File: src/rtl/net_top.sv
// Purpose: packs streamed 16-bit audio samples into fixed-size UDP payloads; the first byte of each received packet switches streaming on or off.
// Latency: udp_send_data_valid rises one cycle after the wav_wren that fills the last sample slot.
// Backpressure: one holding register; a payload that completes while the previous one is unaccepted is dropped.
module net_top #(
    parameter int SAMPLES_PER_PKT = 60,
    parameter int PAYLOAD_BYTES   = 120
) (
    input  logic                        clk,
    input  logic                        rst_n,
    input  logic [15:0]                 wav_in_data,
    input  logic                        wav_wren,
    output logic                        udp_send_data_valid,
    input  logic                        udp_send_data_ready,
    output logic [16*SAMPLES_PER_PKT:0] udp_send_data,
    output logic [15:0]                 udp_send_data_length,
    input  logic                        udp_rec_data_valid,
    input  logic [7:0]                  udp_rec_rdata,
    input  logic [15:0]                 udp_rec_data_length
);

    localparam int PW = 16 * SAMPLES_PER_PKT;
    localparam int CW = (SAMPLES_PER_PKT > 1) ? $clog2(SAMPLES_PER_PKT) : 1;
    localparam logic [CW-1:0] LAST_SLOT = CW'(SAMPLES_PER_PKT - 1);

    logic          stream_en;
    logic          rec_vld_q;
    logic [CW-1:0] cnt;
    logic [PW-1:0] fill;
    logic [PW-1:0] fill_nxt;
    logic [PW-1:0] hold;
    logic          seq;
    logic          send_vld;

    logic cmd_stb;
    logic cmd_off;
    logic cmd_on;
    logic take;
    logic pkt_done;
    logic accept;
    logic load;

    // Received length only describes the packet; commands are decoded from the first byte alone.
    logic unused_rec_len;
    assign unused_rec_len = ^udp_rec_data_length;

    // Command decode on the first byte of a received packet; a disable in the
    // same cycle as a strobe wins, so that sample never enters the new packet.
    always_comb begin
        cmd_stb  = udp_rec_data_valid & ~rec_vld_q;
        cmd_off  = cmd_stb & (udp_rec_rdata == 8'h00);
        cmd_on   = cmd_stb & (udp_rec_rdata == 8'h01);
        take     = wav_wren & stream_en & ~cmd_off;
        pkt_done = take & (cnt == LAST_SLOT);
        accept   = send_vld & udp_send_data_ready;
        load     = pkt_done & (~send_vld | udp_send_data_ready);
    end

    // Fill register with the current sample placed in its big-endian slot (slot 0 = MSBs).
    always_comb begin
        fill_nxt = fill;
        for (int k = 0; k < SAMPLES_PER_PKT; k++) begin
            if (take && (cnt == CW'(k))) begin
                fill_nxt[PW-1-16*k -: 16] = wav_in_data;
            end
        end
    end

    // Streaming enable and received-valid history for first-byte detection.
    always_ff @(posedge clk or negedge rst_n) begin
        if (!rst_n) begin
            stream_en <= 1'b1;
            rec_vld_q <= 1'b0;
        end else begin
            rec_vld_q <= udp_rec_data_valid;
            if (cmd_off) begin
                stream_en <= 1'b0;
            end else if (cmd_on) begin
                stream_en <= 1'b1;
            end
        end
    end

    // Sample counter and fill register; disable throws away the partial packet.
    always_ff @(posedge clk or negedge rst_n) begin
        if (!rst_n) begin
            cnt  <= '0;
            fill <= '0;
        end else if (cmd_off) begin
            cnt  <= '0;
            fill <= '0;
        end else if (take) begin
            fill <= fill_nxt;
            cnt  <= pkt_done ? '0 : cnt + 1'b1;
        end
    end

    // Output holding register: load when empty or being accepted this cycle, else drop.
    always_ff @(posedge clk or negedge rst_n) begin
        if (!rst_n) begin
            hold     <= '0;
            seq      <= 1'b0;
            send_vld <= 1'b0;
        end else if (load) begin
            hold     <= fill_nxt;
            seq      <= ~seq;
            send_vld <= 1'b1;
        end else if (accept) begin
            send_vld <= 1'b0;
        end
    end

    assign udp_send_data_valid  = send_vld;
    assign udp_send_data        = {seq, hold};
    assign udp_send_data_length = 16'(PAYLOAD_BYTES);

endmodule

File: config.mk
export PLATFORM = sky130hd
export DESIGN_NAME = net_top
export DESIGN_NICKNAME = d
export VERILOG_FILES = /design/src/rtl/net_top.sv
export SDC_FILE = /design/constraint.sdc
export NUM_CORES = 2
export LEC_CHECK = 0
export CORE_MARGIN = 2
export CORE_UTILIZATION = 30
export CTS_CLUSTER_SIZE = 14
export DETAILED_ROUTE_END_ITERATION = 8
export DONT_BUFFER_PORTS = 1
export MAX_ROUTING_LAYER = met4
export PLACE_DENSITY = 0.54
export SETUP_SLACK_MARGIN = 0.5
export SYNTH_ARGS = -nofsm -noshare
export SYNTH_HDL_FRONTEND = slang
export SYNTH_SLANG_ARGS = --single-unit
File: constraint.sdc
create_clock -name clk -period 3.6 [get_ports clk]
set_input_delay 0.9 -clock clk [delete_from_list [all_inputs] [get_ports clk]]
set_output_delay 0.9 -clock clk [all_outputs]
set_load 0.02 [all_outputs]
Word level (Yosys, flattened, before mapping). Cells that the tools add are included.

Mux-type cells: 69. Reductions and logical operators: 65. Add/subtract/negate cells: 1. Eq/ne operators: 60. Bitwise operators: 13.

Operators by type and width (count): 2-to-1 mux 960 bit (2); 2-to-1 mux 16 bit (60); == test 6 bit (second input constant) (28); == test 6 x 5 -> 1 bit (second input constant) (16); logical AND 1 bit (60); == test 6 x 4 -> 1 bit (second input constant) (8); == test 6 x 3 -> 1 bit (second input constant) (4); 2-to-1 mux 6 bit (3); == test 6 x 2 -> 1 bit (second input constant) (2); bitwise AND 1 bit (8); == test 8 x 1 -> 1 bit (second input constant) (1); zero test 8 bit (1); adder 6 x 1 -> 6 bit (second input constant) (1); == test 6 x 1 -> 1 bit (second input constant) (1); zero test 6 bit (1); nonzero test 2 bit (3); 2-to-1 mux 1 bit (4); inverter 1 bit (4); OR 1 bit (1).

Input port bits: 45. Register bits: 1930. Output and inout bits: 978.

Logic depth before layout (Yosys ltp).
Depth after elaboration: 9. Gate-level depth with buffers: 10. Mapped depth without buffers: 6.

Worst setup path after synthesis. OpenSTA, ideal clock, no wires.

Path kind: input -> register. From: in udp_rec_rdata[1]. To: reg hold[951]. Arrival: 2.967 ns. Stages: 8. Data required time: 3.472 ns. Library setup time: 0.128 ns. Slack: 0.506 ns. Cell sequence: or4b_1 > or4_1 > buf_2 > and3_1 > buf_2 > buf_6 > buf_2 > mux2_1.

Cells in the longest elaborated chain, start to end: 6. Elaborated cells between the ends (all ways): 8. Classes of those cells: mux: 1; bitwise: 5; reduce/logical: 2.

RTL lines: from (decl) (RTL line 17) `input logic [7:0] udp_rec_rdata,`; zero test 8 bit (*) (RTL line 50) `cmd_off = cmd_stb & (udp_rec_rdata == 8'h00);`; bitwise AND 1 bit (*) (RTL line 50); inverter 1 bit (*) (RTL line 52) `take = wav_wren & stream_en & ~cmd_off;`; bitwise AND 1 bit (*) (RTL line 52); bitwise AND 1 bit / logical AND 1 bit (equally long branches) (RTL line 53, 62); bitwise AND 1 bit / 2-to-1 mux 16 bit (equally long branches) (RTL line 55, 62); to (signal assigned) (RTL line 104) `hold <= fill_nxt;`; to (decl) (RTL line 30) `logic [PW-1:0] hold;`.

Mark *: on every way between the ends. The rest lies on a longest branch, timed or not. A chain may end at the register's enable or synchronous reset.

Worst setup path after layout.
From: reg cnt[2]. To: reg hold[913].

Cells in the longest elaborated chain, start to end: 3. Elaborated cells between the ends (all ways): 6. Classes of those cells: eq/ne: 2; mux: 1; bitwise: 2; reduce/logical: 1.

RTL lines: from (decl) (RTL line 27) `logic [CW-1:0] cnt;`; from (signal assigned) (RTL line 93) `cnt <= pkt_done ? '0 : cnt + 1'b1;`; == test 6 bit / == test 6 x 2 -> 1 bit (equally long branches) (RTL line 53, 62); bitwise AND 1 bit / logical AND 1 bit (equally long branches) (RTL line 53, 62); bitwise AND 1 bit / 2-to-1 mux 16 bit (equally long branches) (RTL line 55, 62).

Parallel ways exist; a longest one is shown, timed or not.

==> results.json <==
{
  "cpMaxStageDelayCell": "dfrtp_1",
  "start_util": 0.3010,
  "row_count": 186,
  "setup_viol": 0,
  "max_slew.worst_pin.slew_ns": 1.453,
  "numCtsBuffers": 204,
  "cts_tree": "built",
  "clockPowerShare": 0.491,
  "path_clk_slew_ns": 0.06,
  "die-area_sq_um": 261100,
  "synth_largest_area_cell": "dfrtp_1",
  "cp-end-kind": "flop",
  "slew_viol_final": 0,
  "yosysTopAreaCellShare": 0.6208,
  "grt_setup_unrepaired": "no",
  "ys_types": 39,
  "drc": 0,
  "p_per_area_nw_per_um2": 498.7,
  "nets": 6088,
  "whs_ns": 0.07096,
  "finalWirelength_um": 241100,
  "ir_drop_uv": 436.6,
  "period_minus_slack_ns": 2.948,
  "power.leakage_uw": 0.04428,
  "crit_required_ns": 4.29,
  "hp-class": "in2async",
  "switching_share": 0.2207,
  "final_util": 0.3462,
  "synth_ff_type": "dfrtp_1",
  "combPwrFrac": 0.019,
  "synth_area_leaders": "dfrtp_1, mux2i_1, mux2_2, nor2_1, inv_1",
  "timing.slew.headroom": 0.03138,
  "synth.yosys.seq_area_share": 0.6211,
  "seqPwrFrac": 0.489,
  "clkLatencyLatePin_ns": 0.84,
  "ant_nets": 0,
  "antenna_found_initial": 9,
  "start_kind": "flop",
  "boundaryPins": 1023,
  "status": "finished clean",
  "criticalPathCategory": "reg2reg",
  "crit_chain": "nand3b_1 -> buf_4 -> nor2_2 -> and3_4 -> buf_12 -> buf_16 -> mux2_2",
  "drive_above_1_share": 0.1485,
  "ys_ff_latch": 1914,
  "yosysMostFrequentCell": "dfrtp_1",
  "htree_levels": 4,
  "final_cell_area_sq_um": 88720,
  "clk_path_buf_depth": 3,
  "hpwlAfterDp_um": 144400,
  "ys_async_sr_fraction": 1.000,
  "avgSynthCellArea_sq_um": 12.73,
  "setup.worst_path.end": "hold[913]",
  "dpl_worst_slack_ns": -2.261,
  "grt_max_degree": 207,
  "clock_sinks": 1914,
  "grt_pass1_vias": 45700,
  "critical-path-max-stage-delay_ns": 0.60,
  "grt_pass1_wl_um": 347100,
  "ff2ff_setup_slack_ns": 0.65,
  "cts_root_buf": "clkbuf_16",
  "fmaxAchievable_ghz": 0.3392,
  "syn_inst": 6056,
  "internal-power_uw": 34480,
  "area_growth_pct": 15.05,
  "fin_skew_ns": 0.03926,
  "p_switching_uw": 9765,
  "portBuffers": 0,
  "dr_total_vias": 44190,
  "grtUsageTotal": 0.1870,
  "fill_cells": 25060,
  "crit_arrival_ns": 3.64,
  "dieWidth_um": 511.0,
  "via_per_inst": 4.605,
  "crit_fanout": 116,
  "worstReg2RegEnd": "hold[913]",
  "gp_congestion": 0.7943,
  "synth_edf_count": 0,
  "first_pass_iters": 5,
  "wire_per_inst_um": 25.13,
  "worstRegToRegCells": 7,
  "period_share": 0.8188,
  "maxCapViolCount": 0,
  "setup_tns_ns": 0,
  "place_area_sq_um": 81250,
  "timing.rr.start": "cnt[2]",
  "crit_path_start": "cnt[2]",
  "gr-total-overflow": 0,
  "yosysWarnings": 0,
  "setup_ws_ns": 0.6522,
  "core_region_area_sq_um": 256200,
  "finalHoldViolations": 0,
  "die_y_um": 511.0,
  "synth_area_sq_um": 77110,
  "drt_first_iter_violations": 2976,
  "synth_common_cells": "dfrtp_1, mux2i_1, nor2_1"
}
layout by cell type, fill, tap and decap left out, types with 2 or more instances in the layout:
cell type	n
nand3b_1	8
inv_1	743
nor2_4	6
conb_1	16
nand4b_1	2
mux2_1	52
clkbuf_1	48
nor2_2	37
nand2_1	27
clkinvlp_4	7
nor3b_2	4
inv_6	7
bufinv_16	14
and3_1	16
or4_1	2
ha_1	4
clkbuf_8	52
buf_16	14
clkinv_8	4
buf_12	33
clkinv_2	28
bufbuf_16	5
dfrtp_1	1912
a31oi_1	2
nand3_1	8
and4b_1	2
buf_4	112
and2_1	204
clkinv_16	6
a21oi_1	4
nor2_1	744
mux2i_1	1482
o21ai_0	3
clkbuf_16	208
diode_2	2
clkinv_4	5
mux2_2	371
layer usage:
metal | GRT usage | up-vias | share of wire | wire, um
met3 | 0.08040 | 316 | 0.11 | 25410
met5 | - | - | 0 | 0
met4 | 0.05271 | 0 | 0.028 | 6723
met1 | 0.2236 | 23180 | 0.41 | 98440
li1 | - | 19400 | - | -
met2 | 0.2860 | 1294 | 0.46 | 110600
cell families (layout without fill, tap and decap cells):
| family | after synthesis | in the layout | synth area share |
|---|---|---|---|
| muxes | 1905 | 1905 | 0.2541 |
| AOI/OAI and AO/OA | 10 | 10 | 0.0007301 |
| other | 2 | 18 | 0.00009739 |
| DFF | 1914 | 1914 | 0.6211 |
| and+or+nand+nor | 1072 | 1072 | 0.06107 |
| buffers and inverters | 1148 | 1288 | 0.06206 |
| adders and majority gates | 4 | 4 | 0.0006490 |
| xor gates and xnor gates | 1 | 1 | 0.0001136 |
what timing repair did:
item                                    in CTS  in global routing
hold endpoints to repair                     1                  0
pin swaps                                    4                  3
setup buffers                               12                  5
resized for setup                            2                  1
endpoints found under the setup margin     879                492
hold buffers                                 1                  0
gates cloned                                 6                  3
through the flow:
stage               power [uW]  instances
finish                   44240       9596
global route             45800       9594
CTS                      44880       9586
detailed placement       22900       9190
global placement         22870       9189
floorplan                22410       6070
state kept, by name (all words and copies together), names as in the netlist:
register and cells:
stream_en 1, rec_vld_q 1, cnt 6, fill 944, seq 1, hold 960, udp_send_data_valid 1
worst max-delay path, delay by kind of cell (launching register included):
kind / cells / cell delay, ns
AND/OR/NAND/NOR: 3 / 0.83
buffers and inverters: 3 / 0.80
flip-flops: 1 / 0.60
multiplexers: 1 / 0.41
layout make-up:
cell class | count | area, sq um | share of cell area
antenna | 2 | 5.005 | 0.00005641
timing repair buffer | 168 | 2135 | 0.02406
inverter | 743 | 2789 | 0.03144
sequential | 1914 | 47900 | 0.5399
clock inverter | 72 | 974.7 | 0.01099
clock buffer | 305 | 6026 | 0.06792
tap | 3384 | 4234 | 0.04772
multi-input combinational | 3008 | 24660 | 0.2779
power groups by stage:
stage	combinational [uW]	clock [uW]	sequential, uW
2_1_floorplan	379	0	22000
3_3_place_gp	837	0	22000
3_5_place_dp	860	0	22000
4_1_cts	897	22300	21600
5_1_grt	993	23200	21600
6_report	857	21700	21600
how the worst min path moves through the flow:
stage               cells after the start         to  slack [ns]               start
CTS                                     0  rec_vld_q        0.01  udp_rec_data_valid
floorplan                               1        seq        0.44                 seq
detailed placement                      2  fill[717]        0.50           fill[717]
global route                            1  fill[605]        0.02               rst_n
finish                                  1  fill[603]        0.07               rst_n
global placement                        2  fill[491]        0.49           fill[491]
(Power assumes the default switching activity.)
